<file path="config.mk">
export PLATFORM = sky130hd
export DESIGN_NAME = shift_register_univ
export DESIGN_NICKNAME = d
export VERILOG_FILES = /design/src/rtl/shift_register_univ.sv
export SDC_FILE = /design/constraint.sdc
export NUM_CORES = 1
export LEC_CHECK = 0
export ABC_AREA = 1
export BUFFER_PORTS_ARGS = -buffer_cell sky130_fd_sc_hd__clkbuf_2
export CAP_MARGIN = 40
export CORE_AREA = 2 2 45 47
export CTS_CLUSTER_DIAMETER = 50
export DETAILED_ROUTE_END_ITERATION = 10
export DIE_AREA = 0 0 47 49
export GPL_ROUTABILITY_DRIVEN = 1
export PLACE_DENSITY = 0.77
export SYNTH_ARGS = -nofsm -noshare
export SYNTH_HDL_FRONTEND = slang
export SYNTH_SLANG_ARGS = --single-unit
</file>
<file path="constraint.sdc">
create_clock -name clk -period 0.9 [get_ports clk]
set_input_delay 0.09 -clock clk [delete_from_list [all_inputs] [get_ports clk]]
set_output_delay 0.09 -clock clk [all_outputs]
set_load 0.05 [all_outputs]
</file>
<file path="src/rtl/shift_register_univ.sv">
// Universal shift register: hold, shift right/left (serial-in or rotate) and
// parallel load, with a modulo-WIDTH shift counter and a registered frame-done pulse.
module shift_register_univ #(
  parameter int WIDTH = 8
) (
  input  logic                     clk,
  input  logic                     rst,
  input  logic                     en,
  input  logic [1:0]               mode,
  input  logic                     rot,
  input  logic                     si,
  input  logic [WIDTH-1:0]         d,
  output logic [WIDTH-1:0]         y,
  output logic                     so_r,
  output logic                     so_l,
  output logic [$clog2(WIDTH)-1:0] cnt,
  output logic                     frame_done
);

  localparam int CW = $clog2(WIDTH);

  localparam logic [1:0] MODE_HOLD    = 2'b00;
  localparam logic [1:0] MODE_SHIFT_R = 2'b01;
  localparam logic [1:0] MODE_SHIFT_L = 2'b10;
  localparam logic [1:0] MODE_LOAD    = 2'b11;

  localparam logic [CW-1:0] CNT_LAST = CW'(WIDTH - 1);

  logic [WIDTH-1:0] y_q, y_d;
  logic [CW-1:0]    cnt_q, cnt_d;
  logic             done_q, done_d;
  logic             shift;

  always_comb begin
    y_d    = y_q;
    cnt_d  = cnt_q;
    done_d = 1'b0;
    shift  = 1'b0;
    if (en) begin
      case (mode)
        MODE_SHIFT_R: begin
          y_d   = {(rot ? y_q[0] : si), y_q[WIDTH-1:1]};
          shift = 1'b1;
        end
        MODE_SHIFT_L: begin
          y_d   = {y_q[WIDTH-2:0], (rot ? y_q[WIDTH-1] : si)};
          shift = 1'b1;
        end
        MODE_LOAD: begin
          y_d   = d;
          cnt_d = '0;
        end
        default: ;
      endcase
    end
    // Explicit wrap keeps the count modulo WIDTH even when WIDTH is not a power of two.
    if (shift) begin
      if (cnt_q == CNT_LAST) begin
        cnt_d  = '0;
        done_d = 1'b1;
      end else begin
        cnt_d = cnt_q + CW'(1);
      end
    end
  end

  always_ff @(posedge clk) begin
    if (rst) begin
      y_q    <= '0;
      cnt_q  <= '0;
      done_q <= 1'b0;
    end else begin
      y_q    <= y_d;
      cnt_q  <= cnt_d;
      done_q <= done_d;
    end
  end

  assign y          = y_q;
  assign so_r       = y_q[0];
  assign so_l       = y_q[WIDTH-1];
  assign cnt        = cnt_q;
  assign frame_done = done_q;

endmodule

</file>
==> results <==
- For this configuration, the core starts out at a cell density of 38.99%.
- The total count of max-transition violations in the final report is 0.
- The run finished, with violations left.
- The post-route clock skew is 2.351 ps.
- Setup repair after global routing could not meet its margin everywhere.
- In this run, distinct cell masters in the synthesized netlist total 13.
- The wire length of the first global-routing pass is 3463 um.
- Once detail routing completed, the nets flagged for antenna violations numbered 0.
- Buffers inserted during clock tree synthesis total 3.
- After filler insertion, the fill cell instance count of the layout stands at 145.
- The first TritonRoute pass finished after 3 iterations.
- The tree built by TritonCTS fans out to 12 sinks.
- 29 I/O pins were placed.
- The via count of the first global-routing pass came to 854.
- The final net count is 185.
- The measured slew at the worst slew-check pin is 285.4 ps.
- The commonest cells after synthesis are sky130_fd_sc_hd__nand2_1 (31), sky130_fd_sc_hd__nor2_1 (23), sky130_fd_sc_hd__dfxtp_1 (12).
- Using the TritonRoute via totals, the vias-per-cell ratio works out to 4.574.
- The proportion of synthesized flip-flops having asynchronous set or reset is 0%.
- For this run, the register share of the synthesized area comes to 33.45%.
- For this block, the routed nets add up to 2146 um of wire.
- The area share of fa/ha/maj cells after synthesis is 8.711%.
- For this run, the leading register cell type out of synthesis is sky130_fd_sc_hd__dfxtp_1.
- The number of antenna violations at the first check in global routing came to 0.
- Of all nets on the critical path, the largest fanout is 2.
- The final-layout setup total negative slack is -469.5 ps.
- The capturing element type of the critical path is an output pin.
- The post-cts hold buffer count is 0.
- The horizontal die dimension is 47 um.
- The antenna diode count is 0.
- The final count of negative-setup-slack endpoints is 9.
- Counting along the longest clock path gives a buffer depth of 2.
- Traced cell by cell, the critical path runs through buf_6 > clkbuf_16.
- The dominant cell type by area after synthesis is sky130_fd_sc_hd__dfxtp_1.
- The routed wirelength normalized by instance count is 11.29 um.
- The fmax is 0.9911 GHz.
- On the critical path, the stage with the largest delay is an instance of sky130_fd_sc_hd__dfxtp_4.
- Prior to clock tree synthesis, the placed netlist has a worst setup slack of -212.8 ps.
- The source-to-sink clock delay at the later pin of the worst-skew pair is 280 ps.
- The number of standard-cell rows in the floorplan is 16.
- The number of violations of the max-capacitance limit is 0.
- After layout, the worst path uses 112.1% of the clock period.
- The area of the mapped netlist is 718.2 um^2.
- Synthesis produced a netlist with a net count of 135.
- The complex-gate fraction of the synthesized area is 9.756%.
- The main combinational cell family by area after synthesis is simple AND/OR/NAND/NOR gates.
- The peak per-stage delay on the critical path is 360 ps.
- The wire-length estimate of the detail-placed layout is 1413 um.
- The startpoint kind of the worst setup timing path is a flip-flop.
- CTS placed an instance of sky130_fd_sc_hd__clkbuf_4 at the clock tree root.
- The post-synthesis share of cell area spent on xor and xnor gates is 0%.
- Routability-driven placement finished with a final weighted congestion of 0.8515.
- In this run the mean area of a mapped cell was 6.245 um^2.
- The warning count from the yosys run is 0.
- The post-synthesis instance total is 115.
- The critical path in this run is classified as reg -> out.
- In this run the biggest area consumer among cell types represents 33.45% of the synthesized area.
- The die extent in y is 49 um.
- Clock-pin slew was measured on the worst setup and hold paths at 80 ps.
- The post-route DRC violation count is 0.
- The peak ir drop on the vdd network is 0.0007183 V.
- The number of storage elements in the synthesis netlist is 12.
- The number of flops mapped to enable cells by yosys is 0.
- Relative to the synthesized area, the layout overhead comes to 91.81%.
- In this run the standard cell core region covers 1842 um^2.
- The final-report hold violation count was 0.
- The shortest clock period the worst path allows after layout is 1009 ps.
- The normalized max-slew margin is 80.97%.
- The worst-case setup margin in the final layout is -108.9 ps.
- For this block, the initial DRC count from the detailed router was 11.
- The cell with the most instances after synthesis is sky130_fd_sc_hd__nand2_1.
- The final reports fail on negative setup slack.
- The worst min-delay path category is in -> reg.
- In the post-synthesis netlist, the biggest area contributors are sky130_fd_sc_hd__dfxtp_1 (33%), sky130_fd_sc_hd__nand2_1 (16%), sky130_fd_sc_hd__nor2_1 (12%), sky130_fd_sc_hd__ha_1 (8.7%), sky130_fd_sc_hd__o21ai_1 (6.3%).
- The overflow left after global routing is 0.
- After Yosys synthesis, and, or, nand and nor cells account for 34.67% of the synthesized area.
- The count of vias placed by the detailed router is 869.
- The mux share of post-synthesis cell area is 0%.
- Data on the critical path is required at its endpoint by 810 ps.
- The die covers 2303 um^2.
- The global-route total usage across every layer is 19.93%.
- The arrival time reported for the critical path endpoint is 920 ps.
- The number of buffer cells added on primary ports is 28.
- Summed over all cells, the static leakage comes to 0.6543 nW.
- Entering global routing, the biggest net connects 14 pins.
- The number of levels in the clock H-tree is 1.
- In the final layout, the share of cells above drive strength 1 is 52.76%.
- The clock tree from TritonCTS is yes.
- The power density normalized to cell area is 1163 nW/um^2.
-- logic make-up (layout without fill, tap and decap cells) --
| family | after synthesis | count (layout) |
|---|---|---|
| AOI/OAI and AO/OA | 14 | 14 |
| adders and majority gates | 5 | 5 |
| buffers and inverters | 21 | 69 |
| DFF | 12 | 12 |
| and+or+nand+nor | 63 | 63 |
-- layer usage --
layer  GRT usage (%)  up-vias  share of wire, %  wire (um)
met1           23.13      386                40        865
met3           4.815        7               4.3         92
li1                -      449                 -          -
met4           5.556        0               2.3         49
met5               0        -                 0          0
met2           34.70       27                53       1139
-- path summary, 6_finish.rpt --
kind	start	end	slack, ps	depth (start not counted)
setup / recovery	cnt[0]	cnt[0]	-110	2
hold / removal	rst	cnt[0]	20	2
setup reg to reg	cnt[0]	cnt[0]	-100	5
hold reg to reg	cnt[2]	cnt[2]	530	2
-- flip-flops by register name, indices dropped and copies added, names as in the netlist --
signal and cells:
y 8, cnt 3, frame_done 1
-- stage by stage --
| stage | cell area [um^2] | hold slack (ps) | utilization [%] | total power [mW] | std cells |
|---|---|---|---|---|---|
| finish | 1378 | 24.99 | 74.80 | 1.602 | 190 |
| global route | 1378 | 36.21 | 74.80 | 1.676 | 190 |
| CTS | 1328 | 32.61 | 72.08 | 1.562 | 189 |
| detailed placement | 1020 | 325.1 | 55.37 | 1.070 | 178 |
| global placement | 1020 | 303.0 | 55.37 | 1.057 | 178 |
| floorplan | 772.0 | 149.4 | - | 0.9193 | 115 |
-- power breakdown --
| group | leakage (nW) | switching, mW | internal [mW] |
|---|---|---|---|
| Sequential | 0.104 | 0.0384 | 0.563 |
| Clock | 0.0138 | 0.188 | 0.155 |
| Combinational | 0.536 | 0.338 | 0.319 |
-- cells in the final DEF (no fill, tap or decap), types with 2 or more instances in the layout --
cell type / Yosys / layout
sky130_fd_sc_hd__buf_8: 0 / 4
sky130_fd_sc_hd__ha_4: 0 / 2
sky130_fd_sc_hd__inv_1: 11 / 10
sky130_fd_sc_hd__nor2_1: 23 / 21
sky130_fd_sc_hd__a21oi_1: 5 / 3
sky130_fd_sc_hd__ha_1: 5 / 2
sky130_fd_sc_hd__nand3_1: 8 / 7
sky130_fd_sc_hd__clkbuf_2: 0 / 14
sky130_fd_sc_hd__clkbuf_4: 0 / 3
sky130_fd_sc_hd__buf_4: 2 / 17
sky130_fd_sc_hd__dfxtp_4: 0 / 5
sky130_fd_sc_hd__inv_2: 5 / 5
sky130_fd_sc_hd__buf_6: 1 / 5
sky130_fd_sc_hd__nor2_2: 0 / 2
sky130_fd_sc_hd__clkbuf_16: 0 / 8
sky130_fd_sc_hd__a21oi_2: 0 / 2
sky130_fd_sc_hd__nand2_1: 31 / 24
sky130_fd_sc_hd__dfxtp_2: 0 / 6
sky130_fd_sc_hd__nand2_2: 1 / 8
sky130_fd_sc_hd__o21ai_1: 9 / 9
-- layout make-up --
class | instances | area [um^2] | area share [%]
timing repair buffer | 50 | 548.0 | 39.78
tap | 27 | 33.78 | 2.452
inverter | 16 | 62.56 | 4.541
multi-input combinational | 82 | 444.2 | 32.24
clock buffer | 3 | 22.52 | 1.635
sequential | 12 | 266.5 | 19.35
-- worst max-delay path, delay by kind of cell, from the launching register on --
family                 cells  cell delay [ps]
buffers and inverters      2              280
DFF                        1              360
-- repair_timing --
item | in CTS | in global routing
pin swaps | 0 | 9
endpoints found under the setup margin | 16 | 20
resized for setup | 41 | 18
buffers inserted | 8 | 1
No activity file was read; power rests on OpenSTA's default activity.
